[src/rtl/carfield_domain_rst_seq.sv]
// carfield_domain_rst_seq: per-domain reset / AXI-isolation sequencer.
// Ports: clk_i, rst_i (sync, active-high); per-domain dom_en_i,
//   rst_req_i, isolated_i, err_clr_i in; dom_rst_o, dom_iso_o,
//   dom_clk_en_o, busy_o, done_o, err_o out.
module carfield_domain_rst_seq #(
  parameter int unsigned NumDomains = 6,
  parameter int unsigned RstCycles  = 16,
  parameter int unsigned IsoTimeout = 256
) (
  input  logic                  clk_i,
  input  logic                  rst_i,
  input  logic [NumDomains-1:0] dom_en_i,
  input  logic [NumDomains-1:0] rst_req_i,
  input  logic [NumDomains-1:0] isolated_i,
  input  logic [NumDomains-1:0] err_clr_i,
  output logic [NumDomains-1:0] dom_rst_o,
  output logic [NumDomains-1:0] dom_iso_o,
  output logic [NumDomains-1:0] dom_clk_en_o,
  output logic [NumDomains-1:0] busy_o,
  output logic [NumDomains-1:0] done_o,
  output logic [NumDomains-1:0] err_o
);

  localparam int unsigned CntMax =
    (RstCycles > IsoTimeout) ? RstCycles : IsoTimeout;
  localparam int unsigned CntWidth = $clog2(CntMax + 1);

  localparam logic [CntWidth-1:0] RstLast =
    CntWidth'(RstCycles - 1);
  localparam logic [CntWidth-1:0] IsoLast =
    CntWidth'(IsoTimeout - 1);
  localparam bit IsoTmoEn = (IsoTimeout != 0);

  typedef enum logic [2:0] {
    S_RESET,
    S_DEISO,
    S_ACTIVE,
    S_ISO,
    S_OFF
  } state_t;

  for (genvar d = 0; d < NumDomains; d++) begin : g_dom
    state_t              r_state;
    state_t              w_next;
    logic [CntWidth-1:0] r_cnt;
    logic                r_err;
    logic                r_done;
    logic                w_tmo;
    logic                w_cnt_clr;
    logic                w_rst;
    logic                w_iso;
    logic                w_clk_en;
    logic                w_busy;

    always_comb begin
      w_next = r_state;
      w_tmo  = 1'b0;
      unique case (r_state)
        S_RESET: begin
          if (r_cnt == RstLast)
            w_next = dom_en_i[d] ? S_DEISO : S_OFF;
        end
        S_DEISO: begin
          if (!isolated_i[d]) begin
            w_next = S_ACTIVE;
          end else if (IsoTmoEn && r_cnt == IsoLast) begin
            w_next = S_ACTIVE;
            w_tmo  = 1'b1;
          end
        end
        S_ACTIVE: begin
          if (!dom_en_i[d] || rst_req_i[d])
            w_next = S_ISO;
        end
        S_ISO: begin
          if (isolated_i[d]) begin
            w_next = S_RESET;
          end else if (IsoTmoEn && r_cnt == IsoLast) begin
            w_next = S_RESET;
            w_tmo  = 1'b1;
          end
        end
        S_OFF: begin
          if (dom_en_i[d])
            w_next = S_RESET;
        end
        default: w_next = S_RESET;
      endcase
    end

    // counter restarts on every state change and idles in ACTIVE/OFF
    assign w_cnt_clr = (w_next != r_state) ||
                       (r_state == S_ACTIVE) ||
                       (r_state == S_OFF);

    always_ff @(posedge clk_i) begin
      if (rst_i) begin
        r_state <= S_RESET;
        r_cnt   <= '0;
        r_err   <= 1'b0;
        r_done  <= 1'b0;
      end else begin
        r_state <= w_next;
        r_cnt   <= w_cnt_clr ? '0 : r_cnt + CntWidth'(1);
        // a timeout in the same cycle as a clear keeps the flag
        r_err   <= w_tmo | (r_err & ~err_clr_i[d]);
        r_done  <= (w_next == S_ACTIVE) &&
                   (r_state != S_ACTIVE);
      end
    end

    always_comb begin
      w_rst    = 1'b1;
      w_iso    = 1'b1;
      w_clk_en = 1'b1;
      w_busy   = 1'b1;
      unique case (r_state)
        S_RESET: begin
          w_rst    = 1'b1;
          w_iso    = 1'b1;
        end
        S_DEISO: begin
          w_rst    = 1'b0;
          w_iso    = 1'b0;
        end
        S_ACTIVE: begin
          w_rst    = 1'b0;
          w_iso    = 1'b0;
          w_busy   = 1'b0;
        end
        S_ISO: begin
          w_rst    = 1'b0;
          w_iso    = 1'b1;
        end
        S_OFF: begin
          w_clk_en = 1'b0;
          w_busy   = 1'b0;
        end
        default: begin
          w_rst    = 1'b1;
          w_iso    = 1'b1;
        end
      endcase
    end

    assign dom_rst_o[d]    = w_rst;
    assign dom_iso_o[d]    = w_iso;
    assign dom_clk_en_o[d] = w_clk_en;
    assign busy_o[d]       = w_busy;
    assign done_o[d]       = r_done;
    assign err_o[d]        = r_err;
  end

endmodule

[config.mk]
export PLATFORM = sky130hd
export DESIGN_NAME = carfield_domain_rst_seq
export DESIGN_NICKNAME = d
export VERILOG_FILES = /design/src/rtl/carfield_domain_rst_seq.sv
export SDC_FILE = /design/constraint.sdc
export NUM_CORES = 1
export LEC_CHECK = 0
export BUFFER_PORTS_ARGS = -buffer_cell sky130_fd_sc_hd__buf_4
export CAP_MARGIN = 40
export CELL_PAD_IN_SITES_DETAIL_PLACEMENT = 0
export CELL_PAD_IN_SITES_GLOBAL_PLACEMENT = 1
export CORE_UTILIZATION = 46
export CTS_CLUSTER_DIAMETER = 50
export CTS_CLUSTER_SIZE = 30
export DETAILED_ROUTE_END_ITERATION = 8
export HOLD_SLACK_MARGIN = 0.06
export PLACE_DENSITY_LB_ADDON = 0.1
export SYNTH_ARGS = -nofsm -noshare
export SYNTH_HDL_FRONTEND = slang
export SYNTH_SLANG_ARGS = --single-unit
[constraint.sdc]
create_clock -name clk_i -period 5 [get_ports clk_i]
set_input_delay 0.75 -clock clk_i [delete_from_list [all_inputs] [get_ports clk_i]]
set_output_delay 0.75 -clock clk_i [all_outputs]
set_load 0.005 [all_outputs]
-- Yosys cells after proc, flatten, opt, wreduce, memory -nomap -nowiden
Cells that the tools add are included.
- register bits after elaboration: 84
- $add $sub $neg: 6
- equality and inequality tests: 54
- multiplexer cells: 102
- bitwise logic cells: 18
- reductions and logical operators: 60
- operators by type and width (cell ; count):
    $mux 3 ; 48
    $pmux 3 s5 ; 6
    $add 9x1->9 const B ; 6
    $eq 3x2->1 const B ; 18
    $eq 9x4->1 const B ; 6
    $eq 9x8->1 const B ; 6
    $mux 1 ; 42
    $reduce_or 2->1 ; 18
    $eq 3x1->1 const B ; 6
    $eq 3x3->1 const B ; 6
    $logic_not 3->1 ; 6
    $logic_or 1x1->1 ; 18
    $ne 3x2->1 const B ; 6
    $ne 3x3->1 ; 6
    $reduce_or 3->1 ; 6
    $pmux 1 s2 ; 6
    $and 1x1->1 ; 6
    $logic_and 1x1->1 ; 6
    $logic_not 1->1 ; 6
    $not 1->1 ; 6
    $or 1x1->1 ; 6

-- Logic depth before layout (Yosys ltp)
- depth in word-level cells: 8
- mapped depth: 9
- mapped depth without buffers: 9

-- Worst setup path after synthesis
Ideal clock, no wire load.
- path type: register to register
- from: reg g_dom[0].r_cnt[0]
- to: reg g_dom[0].r_cnt[1]
- arrival time: 2.133 ns
- required time: 4.864 ns
- setup slack: 2.732 ns
- stages on the path, launching flop included: 10
- buffers on the path: 0
- clock period less this slack: 2.268 ns
- cell sequence: dfxtp_1 ha_1 and3_1 and3_1 and3_1 ha_1 or3b_1 a2bb2oi_1 a21oi_1 nor3b_1
- word-level cells in the longest chain between the ends: 8
- elaborated cells between the ends (all ways): 13
- those cells by class: 1 x add/sub; 3 x eq/ne; 6 x mux; 3 x reduce/logical
- RTL lines (what ; RTL line ; RTL):
    start: declaration ; 45 ; logic [CntWidth-1:0] r_cnt;
    start signal: assignment ; 104 ; r_cnt <= w_cnt_clr ? '0 : r_cnt + CntWidth'(1);
    $eq 9x8->1 ; 66, 78 ;
    $mux 3 (on tied branches) ; 78, 66 ;
    $mux 3 (on tied branches) ; 76, 64 ;
    $pmux 3 s5 ; 58 ; unique case (r_state)
    $ne 3x3->1 ; 92 ; assign w_cnt_clr = (w_next != r_state) ||
    $logic_or 1x1->1 ; 92 ;
    $logic_or 1x1->1 ; 93 ; (r_state == S_ACTIVE) ||
    $reduce_or 2->1 (no line) ; -- ;
Parallel ways exist; a longest one is shown, timed or not.
A chain may end at the register's enable or synchronous reset.

-- Worst setup path after layout
- from: reg g_dom[0].r_cnt[0]
- to: reg g_dom[0].r_cnt[4]
Same word-level chain as after synthesis.

==> key figures <==
Status
  • Outcome: complete, no violations

STA
  • Slew margin rel.: 54.8%
  • # setup viols final: 0
  • Final Max Tran Viols: 0
  • Max frequency: between 400 and 500 MHz
  • Final setup TNS: 0 ns
  • Clock Skew: 0.00673 ns
  • Slew at the pin closest to its max-slew limit: 0.673 ns
  • Fin. Hold Viols: 0
  • RSZ-0062 raised after global routing: no
  • Worst Hold Slack: 0.462 ns
  • Tcrit/Tclk final: between 40% and 50%
  • Crit path time final: 2.46 ns

Synth
  • Synthesized cell area: between 0.004 and 0.005 mm^2
  • Count of flip-flops with a built-in enable after synthesis: 0
  • Synth area leader: dfxtp_1
  • Top FF cell, synth: dfxtp_1
  • Avg Inst Size Synth: roughly 8.4 um^2
  • Netlist cell types: 50
  • Register bit total from synthesis: 84
  • Cell count after synthesis: 530
  • Synth warn: 0
  • Largest cells by area after synthesis: dfxtp_1 38%, buf_4 6.1%, xnor2_1 5.3%
  • Synth async-reset ratio: 0%
  • Seq/Total Area, Yosys: 37.8%
  • Synthesized Nets: about 570
  • Post-synth top area share: a little under two fifths

Critical path
  • Reg-to-reg slack, setup: 2.54 ns
  • R2R cell count: 9
  • Critical path endpoint: g_dom[0].r_cnt[4]
  • WS Path Type: reg2reg
  • Most frequent CP cell: and3_1
  • Crit Path Max Fanout: 8
  • Worst reg2reg path startpoint: g_dom[0].r_cnt[0]
  • Worst EP required: around 5.3 ns
  • Critical path launch point: g_dom[0].r_cnt[0]
  • Crit-path cells: ha_1 -> and3_1 -> and3_1 -> and3_1 -> ha_1 -> nand2b_1 -> a211oi_1 -> o21ai_1 -> nor3_1
  • Slowest cell on the critical path: a211oi_1
  • Largest stage delay, worst path: approximately 0.34 ns
  • FF-to-FF End: g_dom[0].r_cnt[4]
  • Crit path DAT: 2.73 ns
  • Crit end category: register
  • CP Launch Type: register

Pwr
  • Leakage: 1.91 nW
  • Clock power share: 44.2%
  • Internal Pwr Total: 1.08 mW
  • Worst IR drop on VDD: 0.000157 V
  • Total power: between 1 and 1.5 mW
  • Combinational share of power: under 10%
  • Sequential power share: between 50 and 60%
  • Switching power total: 0.282 mW
  • Switch share: about a fifth
  • Pwr Density: approximately 270 mW/mm^2

Clock tree
  • CTS root buf: clkbuf_8
  • Postcts setup bufs: 0
  • Skew-Pair Late Insertion Delay: 0.34 ns
  • CTS H-Tree Depth: 3
  • Clock slew at the register clock pins of the worst setup and hold paths: 0.08 ns
  • Cts hold-fix bufs: 0
  • Clock buffer depth: 2
  • Post-cts repair resize count: 0
  • CTS tree: yes
  • Clock buffer count from CTS: 9
  • # clock sinks: 84

Global routing
  • First-pass GRT wire length: between 10000 and 15000 um
  • Pin count of the biggest net entering global routing: 29
  • Initial antenna violation count: 0
  • Vias in the first global route: 3268
  • GR Util All Layers: 17.7%
  • GRT Residual Overflow: 0

Floorplanning
  • Die X: between 100 and 150 um
  • Die area: 0.0101 mm^2
  • Core area: 0.00928 mm^2
  • Rows: 35
  • I/O pin cnt: 62
  • Starting density of the core: approximately 48%
  • Die Height: 100 um

Placement
  • Placed cell area: 0.00471 mm^2
  • Dpl cells: 662
  • Post-DP HPWL: 6090 um
  • Port Buffers: 61
  • Placer Congestion: 0.838

Hold path
  • Worst Hold Path Cells: 1
  • Type of the tightest min-delay check: reg2reg

Layout
  • Synth-to-Final Area Change: 11.8%
  • Post-layout nets: 582
  • Commonest non-fill, non-tap cell in the layout: dfxtp_1
  • Multi-input combinational cell area: 0.00237 mm^2
  • Final Non-Filler Cells: slightly below 700
  • FILL cells: approximately 900
  • Commonest cells after routing, fill and taps aside: 84 x dfxtp_1, 61 x buf_4, 49 x nor2_1
  • Design area: 0.00497 mm^2
  • Ant diodes: 0
  • Sequential cell area: around 0.0017 mm^2
  • Share of cells above drive strength 1: 15.3%

Detailed routing
  • Vias: 3490
  • DR DRC count: 0
  • Avg WL per Cell: 12.4 um
  • Total iterations of the first detailed-routing run: 4
  • Remaining antenna violation count: 0
  • Vias per cell: roughly 5.1
  • Drt total wl: 8390 um
  • DRT iter0 DRCs: 103

Flow run
  • Max-cap violations: 0
-- worst min-delay path by stage --
stage | to | slack (ns) | from
after floorplan | g_dom[4].r_cnt[0] | 0.42 | g_dom[4].r_cnt[0]
after global placement | g_dom[4].r_cnt[0] | 0.43 | g_dom[4].r_cnt[0]
after detailed placement | g_dom[1].r_cnt[0] | 0.45 | g_dom[1].r_cnt[0]
after CTS | g_dom[1].r_cnt[0] | 0.46 | g_dom[1].r_cnt[0]
after global routing | g_dom[2].r_err | 0.49 | g_dom[2].r_err
final | g_dom[1].r_cnt[0] | 0.46 | g_dom[1].r_cnt[0]
-- cells in the mapped netlist, types with 2 or more instances --
cell type  count
nor2_1        49
or3b_1         3
nand4b_1       4
buf_2          2
nand2_1       30
a21oi_1       22
buf_4         36
a21o_1         3
a211oi_1       3
clkbuf_1      19
xnor2_1       27
xor2_1        23
nor3b_1       10
nand4_1        9
o21ai_1        5
nand2b_1      24
nor4bb_1       2
inv_1         11
or3_1          3
dfxtp_1       84
and3_1        17
nor4_1        13
a2bb2oi_1      2
ha_1          12
nor3_1        47
or2_1          5
nor2b_1       12
a31oi_1        3
and4b_1        3
nor4b_1        6
o21ai_0        5
nand3_1       15
and2_1         4
-- layer usage --
metal / up-vias / global-route usage [%] / routed length (um)
met5: - / 0 / 0
met1: 1589 / 23.6 / 4200
li1: 1833 / - / -
met2: 56 / 28.8 / 3830
met4: 0 / 7.13 / 141
met3: 12 / 2.58 / 219
-- area by class of cell --
| cell class | count | share of cell area (%) |
|---|---|---|
| Clock inverter | 5 | 2.16 |
| Inverter | 12 | 0.906 |
| Sequential cell | 84 | 33.8 |
| Tap cell | 129 | 3.25 |
| Multi-Input combinational cell | 376 | 47.6 |
| Timing Repair Buffer | 61 | 9.21 |
| Clock buffer | 11 | 3.05 |
-- sequential cells by signal, summed over array words and instances, names as in the netlist --
signal and count:
g_dom.r_err 6, g_dom.r_state 18, g_dom.r_cnt 54, g_dom.r_done 6
-- cells by family after synthesis --
| kind of cell | Yosys count | share of synthesized area, % |
|---|---|---|
| adders and majority gates | 12 | 3.38 |
| and+or+nand+nor | 262 | 32.7 |
| AOI/OAI and AO/OA | 52 | 7.23 |
| buffers and inverters | 70 | 9.00 |
| xor gates and xnor gates | 50 | 9.85 |
| DFF | 84 | 37.8 |
-- critical path, delay by kind of cell, from the launching register on --
| family | cells | cell delay (ns) |
|---|---|---|
| AND/OR/NAND/NOR | 5 | 1.01 |
| AO/OA/AOI/OAI | 2 | 0.59 |
| adder cells (fa/ha/maj) | 2 | 0.45 |
| flip-flops | 1 | 0.33 |
-- power groups by stage --
stage	combinational, mW	sequential [mW]	clock [mW]
global placement	0.0652	0.708	0
CTS	0.0672	0.693	0.623
floorplan	0.0397	0.706	0
finish	0.0659	0.693	0.601
detailed placement	0.0670	0.708	0
global route	0.0760	0.695	0.652
-- metrics by stage --
step	worst slack [ns]	utilization [%]
global route	2.30	53.5
global placement	2.61	50.8
finish	2.54	53.5
floorplan	2.73	-
CTS	2.52	53.5
detailed placement	2.54	50.8
(Power assumes the default switching activity.)
